File: src/rtl/uart_tx_arbiter_pkg.sv
// Shared types and constants for the UART transmit arbiter and its round-robin picker.
package uart_tx_arbiter_pkg;

  localparam int unsigned BYTE_W  = 8;
  localparam int unsigned ID_W    = 3;
  localparam int unsigned TMO_W   = 8;

  localparam int unsigned REQ_REG   = 0;
  localparam int unsigned REQ_USB   = 1;
  localparam int unsigned REQ_FORCE = 2;

  typedef enum logic {
    ARB_IDLE = 1'b0,
    ARB_XFER = 1'b1
  } arb_state_e;

  // Successor of g in a ring of n requesters.
  function automatic logic [ID_W-1:0] rr_next(input logic [ID_W-1:0] g, input int unsigned n);
    if ((32'(g) + 32'd1) >= n) return '0;
    return ID_W'(32'(g) + 32'd1);
  endfunction

endpackage

File: src/rtl/uart_tx_arbiter_if.sv
// Byte-stream bundle between the packet sources, the arbiter and the UART Tx buffer.
interface uart_tx_arbiter_if #(
  parameter int unsigned N_REQ = 3
);
  import uart_tx_arbiter_pkg::*;

  logic [N_REQ-1:0]        req;
  logic [BYTE_W*N_REQ-1:0] data;
  logic [N_REQ-1:0]        last;
  logic [N_REQ-1:0]        ack;
  logic                    UART_Tx_FULL;
  logic [BYTE_W-1:0]       UART_Tx_DATA;
  logic                    UART_send;
  logic [ID_W-1:0]         grant_id;
  logic                    busy;
  logic                    timeout_err;
  logic                    err_clr;

  // Arbiter side.
  modport slave (
    input  req, data, last, UART_Tx_FULL, err_clr,
    output ack, UART_Tx_DATA, UART_send, grant_id, busy, timeout_err
  );

  // Sources / UART side.
  modport master (
    output req, data, last, UART_Tx_FULL, err_clr,
    input  ack, UART_Tx_DATA, UART_send, grant_id, busy, timeout_err
  );

endinterface

File: src/rtl/uart_tx_arbiter_rr_pick.sv
// Combinational round-robin search: first set request at or above ptr_i, wrapping.
module uart_tx_arbiter_rr_pick #(
  parameter int unsigned N     = 3,
  parameter int unsigned IDX_W = 3
) (
  input  logic [N-1:0]     req_i,
  input  logic [IDX_W-1:0] ptr_i,
  output logic             found_o,
  output logic [IDX_W-1:0] idx_o
);

  logic [N-1:0]     rot;
  logic [IDX_W-1:0] off;
  logic [IDX_W:0]   sum;

  // Rotate so that ptr_i lands on bit 0, then find the lowest set bit.
  assign rot = N'({req_i, req_i} >> ptr_i);

  always_comb begin
    off = '0;
    for (int k = int'(N) - 1; k >= 0; k--) begin
      if (rot[k]) off = IDX_W'(k);
    end
  end

  assign found_o = |rot;
  assign sum     = (IDX_W+1)'(ptr_i) + (IDX_W+1)'(off);
  assign idx_o   = (sum >= (IDX_W+1)'(N)) ? IDX_W'(sum - (IDX_W+1)'(N)) : IDX_W'(sum);

endmodule

File: src/rtl/uart_tx_arbiter.sv
// Packet-atomic round-robin arbiter feeding one UART Tx byte stream from N_REQ sources,
// with a per-packet stall timeout that revokes the grant and raises a sticky error.
module uart_tx_arbiter
  import uart_tx_arbiter_pkg::*;
#(
  parameter int unsigned N_REQ   = 3,
  parameter int unsigned TIMEOUT = 255
) (
  input  logic               clk,
  input  logic               rst,
  uart_tx_arbiter_if.slave   bus
);

  arb_state_e        state_q, state_d;
  logic [ID_W-1:0]   grant_q, grant_d;
  logic [ID_W-1:0]   rr_ptr_q, rr_ptr_d;
  logic [TMO_W-1:0]  tmo_cnt_q, tmo_cnt_d;
  logic              err_q, err_d;

  logic              pick_found;
  logic [ID_W-1:0]   pick_idx;
  logic              req_g;
  logic              last_g;
  logic [BYTE_W-1:0] data_g;
  logic              take;
  logic [N_REQ-1:0]  ack_c;

  uart_tx_arbiter_rr_pick #(
    .N     (N_REQ),
    .IDX_W (ID_W)
  ) u_rr_pick (
    .req_i   (bus.req),
    .ptr_i   (rr_ptr_q),
    .found_o (pick_found),
    .idx_o   (pick_idx)
  );

  // Select the current owner's request lane.
  always_comb begin
    req_g  = 1'b0;
    last_g = 1'b0;
    data_g = bus.data[BYTE_W-1:0];
    for (int i = 0; i < int'(N_REQ); i++) begin
      if (grant_q == ID_W'(i)) begin
        req_g  = bus.req[i];
        last_g = bus.last[i];
        data_g = bus.data[BYTE_W*i +: BYTE_W];
      end
    end
  end

  // Next-state and transfer control.
  always_comb begin
    state_d   = state_q;
    grant_d   = grant_q;
    rr_ptr_d  = rr_ptr_q;
    tmo_cnt_d = tmo_cnt_q;
    err_d     = err_q;
    take      = 1'b0;

    if (bus.err_clr) err_d = 1'b0;

    case (state_q)
      ARB_IDLE: begin
        if (pick_found) begin
          grant_d   = pick_idx;
          tmo_cnt_d = '0;
          state_d   = ARB_XFER;
        end
      end
      ARB_XFER: begin
        take = req_g & ~bus.UART_Tx_FULL;
        if (take) begin
          tmo_cnt_d = '0;
          if (last_g) begin
            state_d  = ARB_IDLE;
            rr_ptr_d = rr_next(grant_q, N_REQ);
          end
        end else if (!req_g) begin
          // A stalled owner loses the link; a set in this cycle overrides err_clr.
          if ((9'(tmo_cnt_q) + 9'd1) >= 9'(TIMEOUT)) begin
            state_d   = ARB_IDLE;
            rr_ptr_d  = rr_next(grant_q, N_REQ);
            tmo_cnt_d = '0;
            err_d     = 1'b1;
          end else begin
            tmo_cnt_d = tmo_cnt_q + TMO_W'(1);
          end
        end
      end
      default: state_d = ARB_IDLE;
    endcase
  end

  always_comb begin
    ack_c = '0;
    for (int i = 0; i < int'(N_REQ); i++) begin
      ack_c[i] = take & (grant_q == ID_W'(i));
    end
  end

  always_ff @(posedge clk or posedge rst) begin
    if (rst) begin
      state_q   <= ARB_IDLE;
      grant_q   <= ID_W'(REQ_REG);
      rr_ptr_q  <= '0;
      tmo_cnt_q <= '0;
      err_q     <= 1'b0;
    end else begin
      state_q   <= state_d;
      grant_q   <= grant_d;
      rr_ptr_q  <= rr_ptr_d;
      tmo_cnt_q <= tmo_cnt_d;
      err_q     <= err_d;
    end
  end

  assign bus.ack          = ack_c;
  assign bus.UART_send    = take;
  assign bus.UART_Tx_DATA = data_g;
  assign bus.grant_id     = grant_q;
  assign bus.busy         = (state_q == ARB_XFER);
  assign bus.timeout_err  = err_q;

endmodule

File: src/flat_wrapper.sv
// flat-port wrapper written by rule: the top's interface ports become plain ports
module uart_tx_arbiter_flat import uart_tx_arbiter_pkg::*;
#(
  parameter int unsigned N_REQ   = 3,
  parameter int unsigned TIMEOUT = 255
)
  (clk, rst, bus_req, bus_data, bus_last, bus_UART_Tx_FULL, bus_err_clr, bus_ack, bus_UART_Tx_DATA, bus_UART_send, bus_grant_id, bus_busy, bus_timeout_err);
  uart_tx_arbiter_if #(.N_REQ(N_REQ)) bus_i ();
  input  logic clk;
  input  logic rst;
  input wire logic [$bits(bus_i.req)-1:0] bus_req;
  input wire logic [$bits(bus_i.data)-1:0] bus_data;
  input wire logic [$bits(bus_i.last)-1:0] bus_last;
  input wire logic [$bits(bus_i.UART_Tx_FULL)-1:0] bus_UART_Tx_FULL;
  input wire logic [$bits(bus_i.err_clr)-1:0] bus_err_clr;
  output wire logic [$bits(bus_i.ack)-1:0] bus_ack;
  output wire logic [$bits(bus_i.UART_Tx_DATA)-1:0] bus_UART_Tx_DATA;
  output wire logic [$bits(bus_i.UART_send)-1:0] bus_UART_send;
  output wire logic [$bits(bus_i.grant_id)-1:0] bus_grant_id;
  output wire logic [$bits(bus_i.busy)-1:0] bus_busy;
  output wire logic [$bits(bus_i.timeout_err)-1:0] bus_timeout_err;
  assign bus_i.req = bus_req;
  assign bus_i.data = bus_data;
  assign bus_i.last = bus_last;
  assign bus_i.UART_Tx_FULL = bus_UART_Tx_FULL;
  assign bus_i.err_clr = bus_err_clr;
  assign bus_ack = bus_i.ack;
  assign bus_UART_Tx_DATA = bus_i.UART_Tx_DATA;
  assign bus_UART_send = bus_i.UART_send;
  assign bus_grant_id = bus_i.grant_id;
  assign bus_busy = bus_i.busy;
  assign bus_timeout_err = bus_i.timeout_err;
  uart_tx_arbiter #(.N_REQ(N_REQ), .TIMEOUT(TIMEOUT)) u_core (.clk(clk), .rst(rst), .bus(bus_i));
endmodule
File: config.mk
export PLATFORM = sky130hd
export DESIGN_NAME = uart_tx_arbiter_flat
export DESIGN_NICKNAME = d
export VERILOG_FILES = /design/src/rtl/uart_tx_arbiter_pkg.sv /design/src/rtl/uart_tx_arbiter_if.sv /design/src/rtl/uart_tx_arbiter_rr_pick.sv /design/src/rtl/uart_tx_arbiter.sv /design/src/flat_wrapper.sv
export SDC_FILE = /design/constraint.sdc
export NUM_CORES = 1
export LEC_CHECK = 0
export ABC_AREA = 0
export BUFFER_PORTS_ARGS = -buffer_cell sky130_fd_sc_hd__buf_2
export CORE_MARGIN = 5
export CORE_UTILIZATION = 45
export CTS_CLUSTER_DIAMETER = 50
export CTS_CLUSTER_SIZE = 25
export DETAILED_ROUTE_END_ITERATION = 6
export PLACE_DENSITY_LB_ADDON = 0.05
export SYNTH_ARGS = -nofsm -noshare
export SYNTH_HDL_FRONTEND = slang
export SYNTH_HIERARCHICAL = 1
export SYNTH_SLANG_ARGS = --single-unit
File: constraint.sdc
create_clock -name clk -period 5.5 [get_ports clk]
set_input_delay 1.375 -clock clk [delete_from_list [all_inputs] [get_ports clk]]
set_output_delay 1.375 -clock clk [all_outputs]
set_load 0.05 [all_outputs]
==> metrics.txt, run 1 <==
outcome finished, final reports clean; Worst Hold Class register to register; RSZ-0062 raised after global routing no; clk slew on worst S/H paths around 100 ps; Final period util 77.61%; filler instances about 320; total negative slack 0 ps; Cell Area, Synth between 1500 and 2000 µm²; Remaining DRCs 0; Syn. warnings 6; Max Slew Vio Count 0; multi-input gate area in the final layout 1116 µm²; Clock Latency Late Sink 290 ps; post-route cell area ~1900 µm²; H-tree depth 1; Max Cap Viol 0; global route hottest layer met1; nets ~290; initial DRC count just over 90; CP Launch Type primary input; postcts setup bufs 0; Leak 0.8904 nW; I/O Pins between 50 and 60; total power roughly 1.1 mW; #FFs+latches synth 16; Resized Gates After CTS 0; Cell variety after synth 57; met1 usage 23.49%; die height 69.73 µm; RD Place Congestion 0.7310; total global-route track usage 15.35%; Area Growth Syn to Fin 19.17%; post-synthesis adder-cell area fraction under 10%; Pre-antenna DRT Iters 4; Max-slew headroom 57.67%; # hold bufs at CTS 0; area of placed instances 1877 µm²; die span in x 69.73 µm; Global Route met2 Usage 21.93%; total CTS buffers 3; Avg Cell Area, Syn between 8 and 9 µm²; number of global-route vias before repair approximately 1,400; post-synth top area share 24.94%; Post-synth ARST share 100.0%; met3 usage 3.188%; largest family of logic cells by synthesized area compound AO/OA/AOI/OAI gates; Final setup viols 0; n_diodes 0; mux share of post-synthesis cell area under 10%; Num Clock Sinks 16; via/cell ratio 5.510; Final Critical Period 4269 ps; CP endpoint kind primary output; cell row count 21; total grt overflow 0; drt wl/cell 13.39 µm; Critical Path RT 4120 ps; synth top area cells dfrtp_1 (25%), ha_1 (7.0%), nand2_1 (6.5%); initial antenna violation count 0; WP data arrival 2890 ps; Post-Syn Nets 242; IO Port Bufs 50; Die Area around 4900 µm²; CTS tree yes; leading area contributor after synthesis dfrtp_1; PwrDens 578.3 nW/µm²; Slew @ Worst Pin around 630 ps; commonest non-fill, non-tap cell in the layout buf_2; most frequent cells in the layout buf_2 (50), nand2_1 (28), o21ai_0 (20); kind of critical path primary input to primary output; area of the core 3390 µm²; Post-synth EDFFs 0; layout cells sized above 1 between 20% and 30%; Fin. Hold Viols 0; starting density of the core a little under half; CTS max path bufs 2; first-pass GRT wire length about 6400 µm; Synth Flop Type dfrtp_1; CTS root buf clkbuf_4; Seq. cell area around 400 µm²; DP Wirelength 3022 µm; sequential fraction of the synthesis area 24.94%; Max Clk Rate 234.3 MHz; pin count of the biggest net entering global routing 19; Post-Synth XOR/XNOR Area 0.5456%; Routed WL 3883 µm; DRT antenna net count 0; IR drop worst, VDD 0.2893 mV; Worst Skew 11.78 ps; vias 1,598; Syn Inst Count 198; Post-Synth Simple-Gate Area 27.44%; worst-path fanout max 8; complex-gate fraction of the synthesized area between 30% and 40%
final cells by class:
cell class / instances / share of cell area (%)
well taps: 46 / 3.009
inverters: 14 / 2.747
multi-input cells: 160 / 58.34
repair buffers: 50 / 13.08
clock buffers: 4 / 1.897
flip-flops and latches: 16 / 20.93
cell usage after synthesis (2+ instances only):
| library cell | instances |
|---|---|
| nand2_1 | 28 |
| o21ai_0 | 20 |
| dfrtp_1 | 16 |
| inv_1 | 14 |
| ha_1 | 9 |
| nor2_1 | 9 |
| a22oi_1 | 8 |
| a21oi_1 | 6 |
| nand3_1 | 5 |
| and3_1 | 4 |
| clkbuf_1 | 4 |
| nor3_1 | 4 |
| nor3b_1 | 4 |
| a211o_1 | 3 |
| nand3b_1 | 3 |
| nor2b_1 | 3 |
| o211ai_1 | 3 |
| o21a_1 | 3 |
| o22ai_1 | 3 |
| o31ai_1 | 3 |
| or2_2 | 3 |
| a221o_1 | 2 |
| a221oi_1 | 2 |
| a2bb2oi_1 | 2 |
| and2_1 | 2 |
| mux2_4 | 2 |
| nand2b_1 | 2 |
| o21ai_1 | 2 |
sequential cells by signal, indices dropped and copies added (netlist names):
register,cells
u_core/bus.timeout_err,1
u_core/bus.busy,1
u_core/bus.grant_id,3
u_core/rr_ptr_q,3
u_core/tmo_cnt_q,8
kinds of logic (layout without fill, tap and decap cells):
| logic type | count (synthesis) | after routing |
|---|---|---|
| adders and majority gates | 10 | 10 |
| buffers and inverters | 22 | 68 |
| DFF | 16 | 16 |
| AOI/OAI and AO/OA | 67 | 67 |
| muxes | 4 | 4 |
| xor gates and xnor gates | 1 | 1 |
| and+or+nand+nor | 78 | 78 |
critical path, stage by stage:
cell	delay, ps
buf_2	180
a21oi_1	110
a221o_1	390
nor2_1	340
and3_1	230
buf_2	270
metal layers:
metal	vias up	part of all wire [%]
li1	829	-
met1	712	52
met2	55	41
met3	2	6.9
met4	0	0.21
met5	-	0
power by group:
group	total, mW	internal (mW)	switching, mW
registers	0.209	0.146	0.0631
clock network	0.0788	0.0403	0.0385
logic	0.818	0.286	0.532
final timing paths:
check | start | endpoint | slack (ps) | cells after the start
max in group asynchronous | rst | u_core/rr_ptr_q[2]$_DFFE_PP0P_ | 3930 | 2
min reg2reg | u_core/bus.timeout_err$_DFF_PP0_ | u_core/bus.timeout_err$_DFF_PP0_ | 550 | 2
max | bus_req[1] | bus_ack[0] | 1230 | 6
min | u_core/bus.timeout_err$_DFF_PP0_ | u_core/bus.timeout_err$_DFF_PP0_ | 550 | 2
max reg2reg | u_core/rr_ptr_q[0]$_DFFE_PP0P_ | u_core/bus.grant_id[2]$_DFFE_PP0P_ | 2340 | 12
min in group asynchronous | rst | u_core/tmo_cnt_q[1]$_DFFE_PP0P_ | 1150 | 2
through the flow:
stage                     util (%)  worst slack [ps]  std cells  hold WS [ps]
after CTS                    56.44              1265        290         549.7
after floorplan                  -              1412        198         504.0
final                        56.44              1231        290         554.6
after global routing         56.44              1207        290         569.4
after detailed placement     55.37              1282        286         532.5
after global placement       55.37              1319        286         531.8
(Power assumes the default switching activity.)
==> inputs of run 2 (changes only) <==
==> constraint.sdc (replaced) <==
create_clock -name clk -period 4 [get_ports clk]
set_input_delay 1 -clock clk [delete_from_list [all_inputs] [get_ports clk]]
set_output_delay 1 -clock clk [all_outputs]
set_load 0.05 [all_outputs]
==> metrics.txt, run 2 (synthesized netlist as in run 1, its figures left out) <==
outcome finished, final reports clean; CTS root buf clkbuf_4; total power roughly 1.5 mW; commonest non-fill, non-tap cell in the layout buf_2; kind of critical path primary input to primary output; final core utilization roughly 57%; nets 290; clk slew on worst S/H paths 100 ps; WP data arrival 2460 ps; cells along the critical path buf_2, a21oi_1, a221o_1, nor2_1, and3_1, buf_2; Max Clk Rate 288.7 MHz; Routed WL 3975 µm; PwrDens 794.3 nW/µm²; post-route cell area slightly below 2000 µm²; H-tree depth 1; CP top delay family simple AND/OR/NAND/NOR gates; first-pass GRT wire length approximately 6800 µm; Max-slew headroom between 50% and 60%; most frequent cells in the layout buf_2 (50), nand2_1 (28), o21ai_0 (20); layout cells sized above 1 28.57%; Worst Skew 5.716 ps; total global-route track usage 16.43%; n_diodes 0; Critical Path RT around 3000 ps; CTS max path bufs 2; Worst Hold Class register to register; CP endpoint kind primary output; die height 69.73 µm; Area Growth Syn to Fin 19.64%; area of the core 3390 µm²; RSZ-0062 raised after global routing no; CP Launch Type primary input; IR drop worst, VDD 0.3835 mV; die span in x ~70 µm; Biggest register u_core/tmo_cnt_q; CTS tree yes; multi-input gate area in the final layout 1116 µm²; IO Port Bufs 50; WP buf/inv 2; initial antenna violation count 0; Final Critical Period 3464 ps; Num Clock Sinks 16; I/O Pins 51; Slowest-stage cell, CP a221o_1; cell row count 21; postcts setup bufs 0; # hold bufs at CTS 0; Fin. Hold Viols 0; worst-path fanout max 8; total CTS buffers 3; DRT antenna net count 0; drt wl/cell 13.66 µm; starting density of the core 47.36%; Max Slew Vio Count 0; pin count of the biggest net entering global routing 18; Clock Latency Late Sink 280 ps; area of placed instances 1884 µm²; Seq. cell area 400.4 µm²; total negative slack 0 ps; # placed instances 287; total grt overflow 0; slowest cell delay on critical path 380 ps; Die Area 4862 µm²; Pre-antenna DRT Iters 4; RD Place Congestion just under 0.8; filler instances 322; Final period util 86.59%; Resized Gates After CTS 0; DP Wirelength 3103 µm; Largest register FFs 8; Most Frequent Cell on Critical Path buf_2; initial DRC count 102; via/cell ratio 5.639; Slew @ Worst Pin roughly 630 ps; vias 1,641; Leak 0.8955 nW; Final setup viols 0; Remaining DRCs 0; final non-filler cell total ~290; number of global-route vias before repair ~1,500; Max Cap Viol 0
run 2: cell types whose count changed in the layout (fill, tap and decap cells not counted), sizes merged:
cell | before | now
buf | 50 | 51
run 2: final cells by class:
cell class | instances | share of cell area, %
tap | 46 | 2.997
multi-input combinational | 160 | 58.11
timing repair buffer | 51 | 13.42
inverter | 14 | 2.736
clock buffer | 4 | 1.889
sequential | 16 | 20.85
run 2: path summary, 6_finish.rpt:
path	startpoint	end	slack (ps)	depth (start not counted)
min	u_core/bus.timeout_err$_DFF_PP0_	u_core/bus.timeout_err$_DFF_PP0_	560	2
max	bus_req[1]	bus_ack[2]	540	6
max in group asynchronous	rst	u_core/rr_ptr_q[1]$_DFFE_PP0P_	2820	2
min reg2reg	u_core/bus.timeout_err$_DFF_PP0_	u_core/bus.timeout_err$_DFF_PP0_	560	2
max reg2reg	u_core/rr_ptr_q[1]$_DFFE_PP0P_	u_core/bus.grant_id[2]$_DFFE_PP0P_	950	10
min in group asynchronous	rst	u_core/tmo_cnt_q[0]$_DFFE_PP0P_	770	2
run 2: where the power goes:
| group | internal (mW) | switching [mW] |
|---|---|---|
| clock | 0.0553 | 0.0513 |
| combinational | 0.398 | 0.732 |
| sequential | 0.201 | 0.0876 |
| total | 0.654 | 0.871 |
run 2: per-stage QoR:
stage               setup slack (ps)  hold slack, ps
floorplan                      287.5           504.0
global placement               352.0           536.2
detailed placement             333.6           552.9
CTS                            548.1           576.5
global route                   328.7           604.5
finish                         536.5           564.7
run 2: tightest hold or removal path: stages (launching register included):
cell	delay, ps
dfrtp_1	390
inv_1	50
o22ai_1	80
run 2: per-layer routing:
metal	GRT usage, %	part of all wire (%)	vias to the layer above
met3	4.058	8.7	2
met4	3.191	0.38	0
met1	25.15	50	747
li1	-	-	825
met2	23.09	40	67
met5	0	0	-
==> inputs of run 3 (changes only) <==
--- a/config.mk
+++ b/config.mk
@@ -8,7 +8,7 @@
 export ABC_AREA = 0
 export BUFFER_PORTS_ARGS = -buffer_cell sky130_fd_sc_hd__buf_2
 export CORE_MARGIN = 5
-export CORE_UTILIZATION = 45
+export CORE_UTILIZATION = 37
 export CTS_CLUSTER_DIAMETER = 50
 export CTS_CLUSTER_SIZE = 25
 export DETAILED_ROUTE_END_ITERATION = 6
==> metrics.txt, run 3 (synthesized netlist as in run 1, its figures left out) <==
CTS max path bufs 2; layout cells sized above 1 28.57%; Net Sw Frac 56.40%; Final setup viols 0; Cell Int Power about 0.69 mW; Comb power frac 72.2%; Die Area 5756 µm²; Final Critical Period approximately 3500 ps; drt wl/cell approximately 14 µm; die height 75.87 µm; Max-slew headroom between 50% and 60%; initial DRC count 86; IO Port Bufs 50; Crit Reg-Reg Startpoint u_core/rr_ptr_q[0]$_DFFE_PP0P_; kind of critical path primary input to register; final core utilization 45.34%; clock power share 9.4%; Remaining DRCs 0; I/O Pins 51; PwrDens 809.9 nW/µm²; n_diodes 0; met1 usage 24.04%; Resized Gates After CTS 0; critical hold path startpoint u_core/bus.timeout_err$_DFF_PP0_; WP data arrival ~3700 ps; Final period util 88.29%; CTS root buf clkbuf_8; clk slew on worst S/H paths 70 ps; initial antenna violation count 0; total global-route track usage 15.70%; worst-path fanout max 9; pin count of the biggest net entering global routing 18; commonest non-fill, non-tap cell in the layout buf_2; CP Launch Type primary input; NetSw 0.8893 mW; total grt overflow 0; vias 1,596; register share of total power 18.3%; global route hottest layer met1; Max Cap Viol 0; Num Clock Sinks 16; nets 290; total CTS buffers 3; outcome finished, final reports clean; Pre-antenna DRT Iters 4; die span in x 75.87 µm; Critical Path RT 4150 ps; Max Clk Rate between 200 and 300 MHz; Largest register FFs 8; Leak 0.9033 nW; total negative slack 0 ps; Worst Hold Class register to register; RD Place Congestion roughly 0.75; CP Launch Point bus_req[0]; met3 usage 3.562%; DP Wirelength 3276 µm; Clock Latency Late Sink 260 ps; CTS tree yes; IR drop worst, VDD roughly 0.5 mV; cell row count 24; Routed WL 4222 µm; number of global-route vias before repair ~1,500; starting density of the core 37.38%; Area Growth Syn to Fin 21.28%; first-pass GRT wire length 6982 µm; area of the core 4294 µm²; H-tree depth 1; via/cell ratio 5.374; filler instances 430; Biggest register u_core/tmo_cnt_q; Global Route met2 Usage between 20% and 30%; CP endpoint kind register; Max Slew Vio Count 0; DRT antenna net count 0; Slew @ Worst Pin approximately 700 ps; Worst Skew about 5.4 ps; RSZ-0062 raised after global routing no; # hold bufs at CTS 0; Fin. Hold Viols 0; most frequent cells in the layout buf_2 (50), nand2_1 (28), o21ai_0 (20); postcts setup bufs 0
==> run 3: final cells by class <==
type                       instances  area, µm²  area share, %
multi-input combinational        160       1116          57.33
sequential                        16      400.4          20.57
timing repair buffer              51      257.7          13.24
tap                               52      65.06          3.342
clock buffer                       4      55.05          2.828
inverter                          14      52.55          2.699
==> run 3: final timing paths <==
check | depth (start not counted) | slack [ps] | endpoint
max | 13 | 470 | u_core/bus.grant_id[2]$_DFFE_PP0P_
min | 2 | 540 | u_core/bus.timeout_err$_DFF_PP0_
max reg2reg | 12 | 820 | u_core/bus.grant_id[2]$_DFFE_PP0P_
min reg2reg | 2 | 540 | u_core/bus.timeout_err$_DFF_PP0_
max in group asynchronous | 2 | 2730 | u_core/tmo_cnt_q[2]$_DFFE_PP0P_
min in group asynchronous | 2 | 840 | u_core/rr_ptr_q[2]$_DFFE_PP0P_
==> run 3: power by group through the flow <==
stage / Sequential [mW] / Combinational, mW / Clock (mW)
CTS: 0.289 / 1.14 / 0.154
detailed placement: 0.292 / 1.13 / 0
global route: 0.302 / 1.24 / 0.160
finish: 0.289 / 1.14 / 0.149
global placement: 0.294 / 1.14 / 0
floorplan: 0.306 / 0.884 / 0
==> run 3: critical path, cell delays in order <==
cell and delay [ps]:
buf_2 160, nor3b_1 200, a311oi_1 70, o31ai_1 310, ha_1 260, inv_1 70
fa_1 480, inv_1 80, ha_1 330, or2_2 170, o21ai_0 60, a22o_1 230
mux2_2 250
==> run 3: metal layers <==
layer | vias to the layer above | part of all wire [%] | wire [µm]
met5 | - | 0 | 0
met4 | 0 | 1.0 | 44
met3 | 5 | 8.4 | 356
met2 | 70 | 40 | 1676
met1 | 694 | 51 | 2145
li1 | 827 | - | -
==> run 3: per-stage QoR <==
stage | cell area, µm² | setup slack [ps] | hold slack, ps | power [mW] | cells
3_5_place_dp | 1892 | 262.6 | 532.4 | 1.424 | 293
2_1_floorplan | 1605 | 287.5 | 504.0 | 1.190 | 198
5_1_grt | 1947 | 327.2 | 579.1 | 1.701 | 297
3_3_place_gp | 1892 | 317.6 | 522.4 | 1.429 | 293
4_1_cts | 1947 | 503.0 | 543.3 | 1.581 | 297
6_report | 1947 | 468.5 | 539.5 | 1.577 | 297
